**src/rtl/iiitb_rc_param.sv**
```systemverilog
// iiitb_rc_param: parametrised ring/Johnson counter with period step count, wrap pulse and legality flag.
// Optional RC_SELFCORRECT_EN: a step taken from an illegal pattern loads the mode's recovery pattern.
module iiitb_rc_param #(
    parameter int WIDTH     = 4,
    parameter int RESET_VAL = 1
) (
    input  logic                          clk,
    input  logic                          reset,
    input  logic                          en,
    input  logic                          load,
    input  logic                          dir,
    input  logic                          mode,
    input  logic [WIDTH-1:0]              init,
    output logic [WIDTH-1:0]              out,
    output logic [$clog2(2*WIDTH)-1:0]    cnt,
    output logic                          wrap,
    output logic                          err
);
    localparam int CW = $clog2(2*WIDTH);
    localparam logic [WIDTH-1:0] RV = WIDTH'(RESET_VAL);

    // Johnson legality: at most one boundary between adjacent differing bits
    function automatic logic legal(input logic [WIDTH-1:0] v, input logic m);
        return m ? ($countones(v[WIDTH-2:0] ^ v[WIDTH-1:1]) <= 1) : ($countones(v) == 1);
    endfunction

    logic [WIDTH-1:0] out_n, step;
    logic [CW-1:0]    cnt_n, last;
    logic             wrap_n, err_n, mode_q, at_end;

    assign step   = dir ? {out[0] ^ mode, out[WIDTH-1:1]} : {out[WIDTH-2:0], out[WIDTH-1] ^ mode};
    assign last   = mode ? CW'(2*WIDTH-1) : CW'(WIDTH-1);
    assign at_end = cnt == last;

    always_comb begin
        out_n  = out;
        cnt_n  = cnt;
        wrap_n = 1'b0;
        if (load) begin
            out_n = init;
            cnt_n = '0;
        end else if (en) begin
`ifdef RC_SELFCORRECT_EN
            if (err) begin
                out_n = mode ? '0 : WIDTH'(1);
                cnt_n = '0;
            end else begin
                out_n  = step;
                cnt_n  = at_end ? '0 : cnt + CW'(1);
                wrap_n = at_end;
            end
`else
            out_n  = step;
            cnt_n  = at_end ? '0 : cnt + CW'(1);
            wrap_n = at_end;
`endif
        end
        if (mode != mode_q) begin
            cnt_n  = '0;
            wrap_n = 1'b0;
        end
        err_n = !legal(out_n, mode);
    end

    always_ff @(posedge clk or negedge reset) begin
        if (!reset) begin
            out    <= RV;
            cnt    <= '0;
            wrap   <= 1'b0;
            err    <= 1'b0;
            mode_q <= 1'b0;
        end else begin
            out    <= out_n;
            cnt    <= cnt_n;
            wrap   <= wrap_n;
            err    <= err_n;
            mode_q <= mode;
        end
    end
endmodule
```
**config.mk**
```make
export PLATFORM = sky130hd
export DESIGN_NAME = iiitb_rc_param
export DESIGN_NICKNAME = d
export VERILOG_FILES = /design/src/rtl/iiitb_rc_param.sv
export SDC_FILE = /design/constraint.sdc
export NUM_CORES = 1
export LEC_CHECK = 0
export CORE_MARGIN = 2
export CORE_UTILIZATION = 40
export DETAILED_ROUTE_END_ITERATION = 12
export PLACE_DENSITY = 0.76
export SLEW_MARGIN = 20
export SYNTH_ARGS = -nofsm -noshare
export SYNTH_HDL_FRONTEND = slang
export SYNTH_SLANG_ARGS = --single-unit
```
**constraint.sdc**
```tcl
create_clock -name clk -period 7.11 [get_ports clk]
set_clock_uncertainty 0.2 [all_clocks]
set_input_delay 0.711 -clock clk [delete_from_list [all_inputs] [get_ports clk]]
set_output_delay 0.711 -clock clk [all_outputs]
set_load 0.05 [all_outputs]
```
==> metrics.md, run 1 <==
| Metric | Value |
|---|---|
| Sw frac | between 30% and 40% |
| CP endpoint kind | register |
| Worst slack, placed | 3.33 ns |
| H-tree depth | 1 |
| Residual overflow from global routing | 0 |
| Clock Tree Buf Depth | 2 |
| Leakage | ~0.35 nW |
| GRT Max-Usage Layer | met1 |
| Max-cap viol count | 0 |
| Final setup viols | 0 |
| Inserted Diodes | 0 |
| # clock sinks | 10 |
| Worst path max stage delay | around 0.64 ns |
| CTS clock-pin slew for the worst setup and hold paths | 0.07 ns |
| Antenna violations before repair | 0 |
| Synth Instances | 63 |
| Area share of the largest cell type after synthesis | 35.1% |
| Routed wire length | 1300 um |
| Core area | 1510 um2 |
| CTS Buf Count | 3 |
| Final design utilization | 56.6% |
| Kind of critical path | input pin to register |
| Synthesized Nets | 79 |
| Rows | 14 |
| Synth Warn # | 0 |
| Die area | 1940 um2 |
| Grt met3 use | 1.63% |
| Slew Limit Fails | 0 |
| DR pass1 iterations | 4 |
| Int Pwr | 0.112 mW |
| Top-count cell post-synth | dfrtp_1 |
| Average size of a mapped cell | 10.2 um2 |
| Worst relative slew slack | around two thirds |
| Hold-fix buffers at CTS | 0 |
| GR Util met2 | 21.8% |
| Cell variety after synth | 26 |
| Initial core utilization | 42.6% |
| Post-placement cell count | 94 |
| DR DRC count | 0 |
| Share of layout cells above drive strength 1 | under 10% |
| Critical Path AT | 3.46 ns |
| Final Hold Fails | 0 |
| Setup TNS | 0 ns |
| Vias in the first global route | 491 |
| Vias | 543 |
| Tcrit/Tclk final | about half |
| Setup Fix Bufs, Post-CTS | 0 |
| DIE WIDTH | 44.1 um |
| Synthesized flop and latch total | 10 |
| Top FF cell, synth | dfrtp_1 |
| Register area share after synthesis | 39.2% |
| Clk pwr share | around a quarter |
| Post-synth top cells | dfrtp_1, a21oi_1, xnor2_1, ha_1, nand2_1 |
| CP dominant cell by count | a21oi_1 |
| Post-synth EDFFs | 0 |
| Worst hold slack | 0.356 ns |
| Hold Crit Class | register to register |
| Initial DRC count | 14 |
| GR Util met1 | a little over a fifth |
| Worst-margin pin slew | between 0.4 and 0.5 ns |
| Clock Latency Late Sink | ~0.26 ns |
| Status | completed |
| GPL Wtd Cong | around 0.76 |
| WP data required | 7.05 ns |
| Tot GR Track Use | 15.7% |
| Die Span Y | around 44 um |
| I/O Buffers | 18 |
| Vias per cell | approximately 5.5 |
| Finished Layout Cells | approximately 100 |
| Crit path cell chain | clkdlybuf4s50_1 -> xnor2_1 -> o21ai_0 -> a211oi_1 -> a21oi_1 -> fa_1 -> ha_1 -> ha_1 -> nor2_1 -> a21oi_1 -> a21oi_1 -> o21ai_1 |
| Area grow syn2layout | 32.7% |
| PD cells | 203 nW/um2 |
| VDD IR-drop max | 136 uV |
| Worst Path Buf+Inv | 1 |
| Delay-heaviest family, CP | adder cells |
| Cts repair resizes | 0 |
| Post-synth top area cell | dfrtp_1 |
| Comb pwr share | between 30% and 40% |
| Worst Setup Start Kind | input pin |
| Final Net Count | 99 |
| RSZ-0062 raised after global routing | no |
| Max Clock Freq | 284 MHz |
| Clock tree root buffer cell | clkbuf_4 |
| TritonCTS clock tree | built |
| Slowest library cell on the worst path | clkdlybuf4s50_1 |
| First-pass GRT wire length | 2190 um |
| Antenna Nets Post-Route | 0 |
| Largest net degree at the start of global routing | 13 |
| DR WL/cell | 13.2 um |
| Reg power frac | about two fifths |
| Synth area leaders | dfrtp_1, ha_1, xnor2_1 |
| Num ports | 19 |
| Post-DP HPWL | between 900 and 1000 um |
| Post-Synthesis Cell Area | 642 um2 |
| Final WS setup | 3.59 ns |
| Net Sw Power | just over 0.06 mW |
| Crit path max fanout | 12 |
| Async SR Flop Fraction | 100% |
| Minimum clock period | 3.52 ns |
-- power by group through the flow --
stage | Sequential (mW) | Clock (mW) | Combinational (mW)
final | 0.0664 | 0.0415 | 0.0653
after global routing | 0.0672 | 0.0467 | 0.0711
after CTS | 0.0665 | 0.0432 | 0.0660
after detailed placement | 0.0675 | 0 | 0.0656
after global placement | 0.0674 | 0 | 0.0641
after floorplan | 0.0848 | 0 | 0.0266
-- tightest hold or removal path, stage by stage, from the launching register on --
cell,delay (ns)
dfrtp_1,0.37
mux2i_1,0.07
nor2_1,0.08
-- cell type report --
class / count / area (um2)
tap: 16 / 20.0
clock buffer: 4 / 26.3
fill: 128 / 654
inverter: 1 / 3.75
sequential: 10 / 251
timing repair buffer: 18 / 180
multi-input combinational: 49 / 370
-- cells in the final DEF, fill, tap and decap left out --
| cell | Yosys | final |
|---|---|---|
| mux2_1 | 2 | 2 |
| nand2b_1 | 2 | 2 |
| nand2_1 | 5 | 5 |
| clkbuf_1 | 1 | 1 |
| ha_1 | 5 | 5 |
| a221o_1 | 3 | 3 |
| o21ai_0 | 1 | 1 |
| a21oi_1 | 6 | 6 |
| fa_1 | 1 | 1 |
| inv_1 | 1 | 1 |
| nand3_1 | 1 | 1 |
| or3_1 | 1 | 1 |
| mux2i_1 | 1 | 1 |
| nand3b_1 | 1 | 1 |
| a32oi_1 | 1 | 1 |
| o21ai_1 | 1 | 1 |
| a211oi_1 | 1 | 1 |
| xnor2_1 | 6 | 6 |
| dfrtp_1 | 9 | 9 |
| xor2_1 | 1 | 1 |
| nor2b_1 | 2 | 2 |
| dfstp_2 | 1 | 1 |
| nor3b_1 | 4 | 4 |
| nor2_1 | 4 | 4 |
| clkbuf_4 | 0 | 3 |
| clkdlybuf4s50_1 | 0 | 18 |
-- final timing paths --
path                       startpoint      to  slack (ns)  cells past startpoint
setup / recovery                 mode     err        3.59                     12
hold / removal                 cnt[1]  cnt[1]        0.36                      2
setup reg to reg               out[0]     err        4.32                     10
hold reg to reg                cnt[1]  cnt[1]        0.36                      2
max in group asynchronous       reset  out[0]        5.78                      1
min in group asynchronous       reset  cnt[1]        0.57                      1
-- sequential cells by signal (all words and copies together), names as in the netlist --
| name | count |
|---|---|
| mode_q | 1 |
| wrap | 1 |
| err | 1 |
| cnt | 3 |
| out | 4 |
-- per-layer routing --
metal	routed length, um	vias up
li1	-	261
met1	573	257
met2	597	23
met3	98	2
met4	27	0
met5	0	-
-- kinds of logic after synthesis --
logic type	share of synthesized area, %
simple gates	16.8
compound gates	13.4
flops	39.2
xor+xnor	9.55
fa+ha+maj	12.9
buf+inv	3.12
mux	5.07
-- per-stage QoR --
stage          area (um2)  power (mW)
2_1_floorplan         642       0.111
3_3_place_gp          826       0.131
3_5_place_dp          826       0.133
4_1_cts               852       0.176
5_1_grt               852       0.185
6_report              852       0.173
(Power assumes the default switching activity.)
==> inputs of run 2 (changes only) <==
==> constraint.sdc (replaced) <==
create_clock -name clk -period 3.7 [get_ports clk]
set_clock_uncertainty 0.2 [all_clocks]
set_input_delay 0.37 -clock clk [delete_from_list [all_inputs] [get_ports clk]]
set_output_delay 0.37 -clock clk [all_outputs]
set_load 0.05 [all_outputs]
==> metrics.md, run 2 (synthesized netlist as in run 1, its figures left out) <==
| Metric | Value |
|---|---|
| Setup Fix Bufs, Post-CTS | 0 |
| CTS clock-pin slew for the worst setup and hold paths | 0.07 ns |
| Num ports | 19 |
| DR pass1 iterations | 4 |
| Clock Tree Buf Depth | 2 |
| CTS Buf Count | 3 |
| Worst slack, placed | roughly 0.35 ns |
| RSZ-0062 raised after global routing | no |
| Worst hold slack | 0.221 ns |
| Routed wire length | 1310 um |
| Fillcell total | roughly 130 |
| Critical Path AT | 3.03 ns |
| Overall Power | around 0.35 mW |
| DR WL/cell | 13.2 um |
| Status | completed |
| Tot GR Track Use | 16.4% |
| Minimum clock period | about 3.1 ns |
| Worst-margin pin slew | a little under 0.5 ns |
| I/O Buffers | 18 |
| Leakage | approximately 0.36 nW |
| PD cells | 407 nW/um2 |
| Tcrit/Tclk final | 83.2% |
| Most frequent cells in the layout | clkdlybuf4s50_1, dfrtp_1, xnor2_1, a21oi_1 |
| Largest net degree at the start of global routing | 12 |
| Vias | 540 |
| Largest reg by FF count | out |
| Core area | ~1500 um2 |
| Initial DRC count | 9 |
| Clock Latency Late Sink | 0.27 ns |
| Kind of critical path | input pin to register |
| CP endpoint kind | register |
| Final Net Count | 100 |
| Inserted Diodes | 0 |
| Biggest regs | out: 4 flops, cnt: 3 flops |
| WP data required | 3.65 ns |
| Vias in the first global route | 506 |
| R2R Path End | err |
| DR DRC count | 0 |
| Max reg flops | 4 |
| Setup TNS | 0 ns |
| Die area | 1940 um2 |
| Crit path max fanout | 6 |
| Worst relative slew slack | roughly 67% |
| Slew Limit Fails | 0 |
| DIE WIDTH | 44.1 um |
| Initial core utilization | 42.6% |
| R2r worst-path depth | 9 |
| Hold-fix buffers at CTS | 0 |
| Max Clock Freq | 325 MHz |
| Post-placement cell count | 95 |
| # clock sinks | 10 |
| Hold Crit Class | input pin to async pin |
| Area of the multi-input gates | 370 um2 |
| GPL Wtd Cong | 0.766 |
| Rows | 14 |
| Clock tree root buffer cell | clkbuf_4 |
| Area grow syn2layout | 35.5% |
| Residual overflow from global routing | 0 |
| Reg2Reg Setup Slack | 0.93 ns |
| First-pass GRT wire length | 2260 um |
| Commonest non-fill, non-tap cell in the layout | clkdlybuf4s50_1 |
| Final WS setup | 0.623 ns |
| Finished Layout Cells | a little under 100 |
| Final Hold Fails | 0 |
| VDD IR-drop max | 236 uV |
| RR Startpoint | out[2] |
| TritonCTS clock tree | built |
| Antenna violations before repair | 0 |
| Antenna Nets Post-Route | 0 |
| Register area | 251 um2 |
| Share of layout cells above drive strength 1 | 7.23% |
| Final setup viols | 0 |
| Post-DP HPWL | 995 um |
| Cts repair resizes | 0 |
| Die Span Y | 44.1 um |
| Max-cap viol count | 0 |
| H-tree depth | 1 |
| Worst Setup Start Kind | input pin |
| Vias per cell | between 5 and 6 |
-- run 2: cell count changes in the layout (fill, tap and decap cells not counted), sizes merged --
| cell | delta |
|---|---|
| buf | +1 |
-- run 2: how the worst max path moves through the flow --
stage,start,to,slack [ns],depth (start not counted)
2_1_floorplan,out[2],err,0.82,9
3_3_place_gp,dir,err,0.39,10
4_1_cts,dir,err,0.61,10
3_5_place_dp,dir,err,0.35,10
5_1_grt,dir,err,0.46,10
6_report,dir,err,0.62,10
-- run 2: per-layer routing --
metal	up-vias	global-route usage [%]	share of wire, %
li1	263	-	-
met2	23	23.5	46
met1	252	22.8	47
met4	0	12.7	1.5
met3	2	1.22	6.3
met5	-	0	0
-- run 2: power by group --
part / total (mW) / internal [mW] / switching (mW)
logic: 0.125 / 0.0531 / 0.0723
registers: 0.128 / 0.120 / 0.00757
clock network: 0.101 / 0.0598 / 0.0408
total: 0.354 / 0.233 / 0.121
-- run 2: stage by stage --
step	util, %	cell area, um2
3_5_place_dp	55.3	833
6_report	57.7	870
5_1_grt	57.7	870
4_1_cts	57.7	870
2_1_floorplan	-	642
3_3_place_gp	55.3	833
-- run 2: final cells by class --
cell class | count | area share [%]
Clock buffer | 4 | 4.17
Inverter | 1 | 0.432
Tap cell | 16 | 2.30
Multi-Input combinational cell | 49 | 42.6
Sequential cell | 10 | 28.9
Timing Repair Buffer | 19 | 21.6
-- run 2: worst max-delay path, stage by stage --
cell,delay [ns]
clkdlybuf4s50_1,0.58
mux2_1,0.36
a221o_1,0.41
fa_1,0.51
ha_1,0.19
ha_1,0.26
nor2_1,0.10
a21oi_1,0.07
a21oi_1,0.10
o21ai_1,0.07
==> inputs of run 3 (changes only) <==
==> constraint.sdc (replaced) <==
create_clock -name clk -period 2.95 [get_ports clk]
set_clock_uncertainty 0.2 [all_clocks]
set_input_delay 0.295 -clock clk [delete_from_list [all_inputs] [get_ports clk]]
set_output_delay 0.295 -clock clk [all_outputs]
set_load 0.05 [all_outputs]
==> metrics.md, run 3 (synthesized netlist as in run 1, its figures left out) <==
| Metric | Value |
|---|---|
| Reg2Reg Setup Slack | around 0.22 ns |
| Worst relative slew slack | between 60% and 70% |
| I/O Buffers | 18 |
| RSZ-0062 raised after global routing | no |
| Setup Fix Bufs, Post-CTS | 0 |
| Inserted Diodes | 0 |
| CTS Buf Count | 3 |
| Post-DP Area | 901 um2 |
| Tcrit/Tclk final | 95.4% |
| Num ports | 19 |
| R2R Path End | err |
| Final setup viols | 0 |
| Die Span Y | 44.1 um |
| Routed wire length | about 1400 um |
| Leakage | 0.396 nW |
| Vias per cell | between 5 and 6 |
| Worst setup endpoint | err |
| Final Hold Fails | 0 |
| # clock sinks | 10 |
| Final Net Count | 109 |
| Clock tree root buffer cell | clkbuf_4 |
| TritonCTS clock tree | built |
| DR pass1 iterations | 5 |
| Kind of critical path | input pin to register |
| Crit path max fanout | 2 |
| Setup TNS | 0 ns |
| Die area | 1940 um2 |
| Rows | 14 |
| GPL Wtd Cong | 0.820 |
| Residual overflow from global routing | 0 |
| Delay-heaviest family, CP | adder cells |
| Clock Tree Buf Depth | 2 |
| H-tree depth | 1 |
| Clock Latency Late Sink | 0.27 ns |
| CP endpoint kind | register |
| Slew Limit Fails | 0 |
| First-pass GRT wire length | between 2000 and 2500 um |
| Initial DRC count | 7 |
| Worst-margin pin slew | 0.498 ns |
| Largest reg by FF count | out |
| Critical Path AT | 2.78 ns |
| Worst Setup SP | dir |
| Fin area | 927 um2 |
| Antenna violations before repair | 0 |
| Hold Crit Class | input pin to async pin |
| Slowest library cell on the worst path | fa_1 |
| Cts repair resizes | 0 |
| Initial core utilization | a little over two fifths |
| Worst hold slack | 0.142 ns |
| Max reg flops | 4 |
| Tot GR Track Use | 17.5% |
| CTS clock-pin slew for the worst setup and hold paths | 0.08 ns |
| Worst slack, placed | -0.169 ns |
| Share of layout cells above drive strength 1 | 15.2% |
| Antenna Nets Post-Route | 0 |
| PD cells | 471 nW/um2 |
| Area grow syn2layout | 44.4% |
| WP data required | 2.91 ns |
| Crit path cell chain | clkdlybuf4s50_1 -> mux2_1 -> a221o_1 -> fa_1 -> ha_1 -> ha_1 -> nor2_1 -> a21oi_1 -> a21oi_1 -> o21ai_1 |
| Post-DP HPWL | 1120 um |
| DR DRC count | 0 |
| VDD IR-drop max | about 220 uV |
| Worst Setup Start Kind | input pin |
| Vias | 560 |
| DR WL/cell | 12.9 um |
| Final WS setup | 0.135 ns |
| Hold-fix buffers at CTS | 0 |
| RR Startpoint | out[0] |
| R2r worst-path depth | 10 |
| Max-cap viol count | 0 |
| Vias in the first global route | 538 |
| Status | completed |
| DIE WIDTH | 44.1 um |
| Worst Path Buf+Inv | 1 |
| Commonest non-fill, non-tap cell in the layout | clkdlybuf4s50_1 |
| Critical path depth | 10 |
| Most frequent cells in the layout | clkdlybuf4s50_1, buf_4, dfrtp_1 |
| Core area | approximately 1500 um2 |
| Biggest regs | out: 4 flops, cnt: 3 flops |
| Worst path max stage delay | 0.51 ns |
| Max Clock Freq | about 360 MHz |
| Minimum clock period | approximately 2.8 ns |
| Largest net degree at the start of global routing | 11 |
-- run 3: worst register-to-register path, stage by stage, from the launching register on --
cell     delay (ns)
dfstp_2        0.56
xnor2_1        0.12
a21oi_1        0.08
a221o_1        0.37
fa_1           0.49
ha_1           0.20
ha_1           0.26
nor2_1         0.10
a21oi_1        0.07
a21oi_1        0.11
o21ai_1        0.07
-- run 3: power by group --
| group | total, mW | leakage (nW) | switching [mW] | internal (mW) |
|---|---|---|---|---|
| registers | 0.160 | 0.126 | 0.00955 | 0.151 |
| clock network | 0.104 | 0.0150 | 0.0520 | 0.0523 |
| logic | 0.172 | 0.256 | 0.0943 | 0.0780 |
| total | 0.437 | 0.396 | 0.156 | 0.281 |
-- run 3: worst min-delay path by stage --
stage / from / endpoint / slack (ns) / cells after the start
6_report: reset / out[1] / 0.14 / 1
5_1_grt: reset / out[1] / 0.18 / 1
4_1_cts: reset / out[1] / 0.15 / 1
3_5_place_dp: cnt[1] / cnt[1] / 0.35 / 2
3_3_place_gp: cnt[1] / cnt[1] / 0.34 / 2
2_1_floorplan: reset / cnt[0] / -0.20 / 0
-- run 3: layout make-up --
class | instances | area, um2
multi-input combinational | 49 | 370
timing repair buffer | 28 | 255
sequential | 10 | 251
inverter | 1 | 3.75
clock buffer | 4 | 26.3
fill | 140 | 579
tap | 16 | 20.0
-- run 3: metal layers --
| layer | wire length, um | global-route usage, % | part of all wire, % | vias to the layer above |
|---|---|---|---|---|
| li1 | - | - | - | 281 |
| met1 | 645 | 22.2 | 46 | 254 |
| met2 | 612 | 26.5 | 44 | 19 |
| met3 | 82 | 2.86 | 5.9 | 6 |
| met4 | 49 | 13.3 | 3.5 | 0 |
| met5 | 0 | 0 | 0 | - |
-- run 3: through the flow --
stage | power, mW | utilization [%] | cells
floorplan | 0.269 | - | 63
global placement | 0.333 | 59.8 | 104
detailed placement | 0.336 | 59.8 | 104
CTS | 0.441 | 61.5 | 108
global route | 0.464 | 61.5 | 108
finish | 0.437 | 61.5 | 108
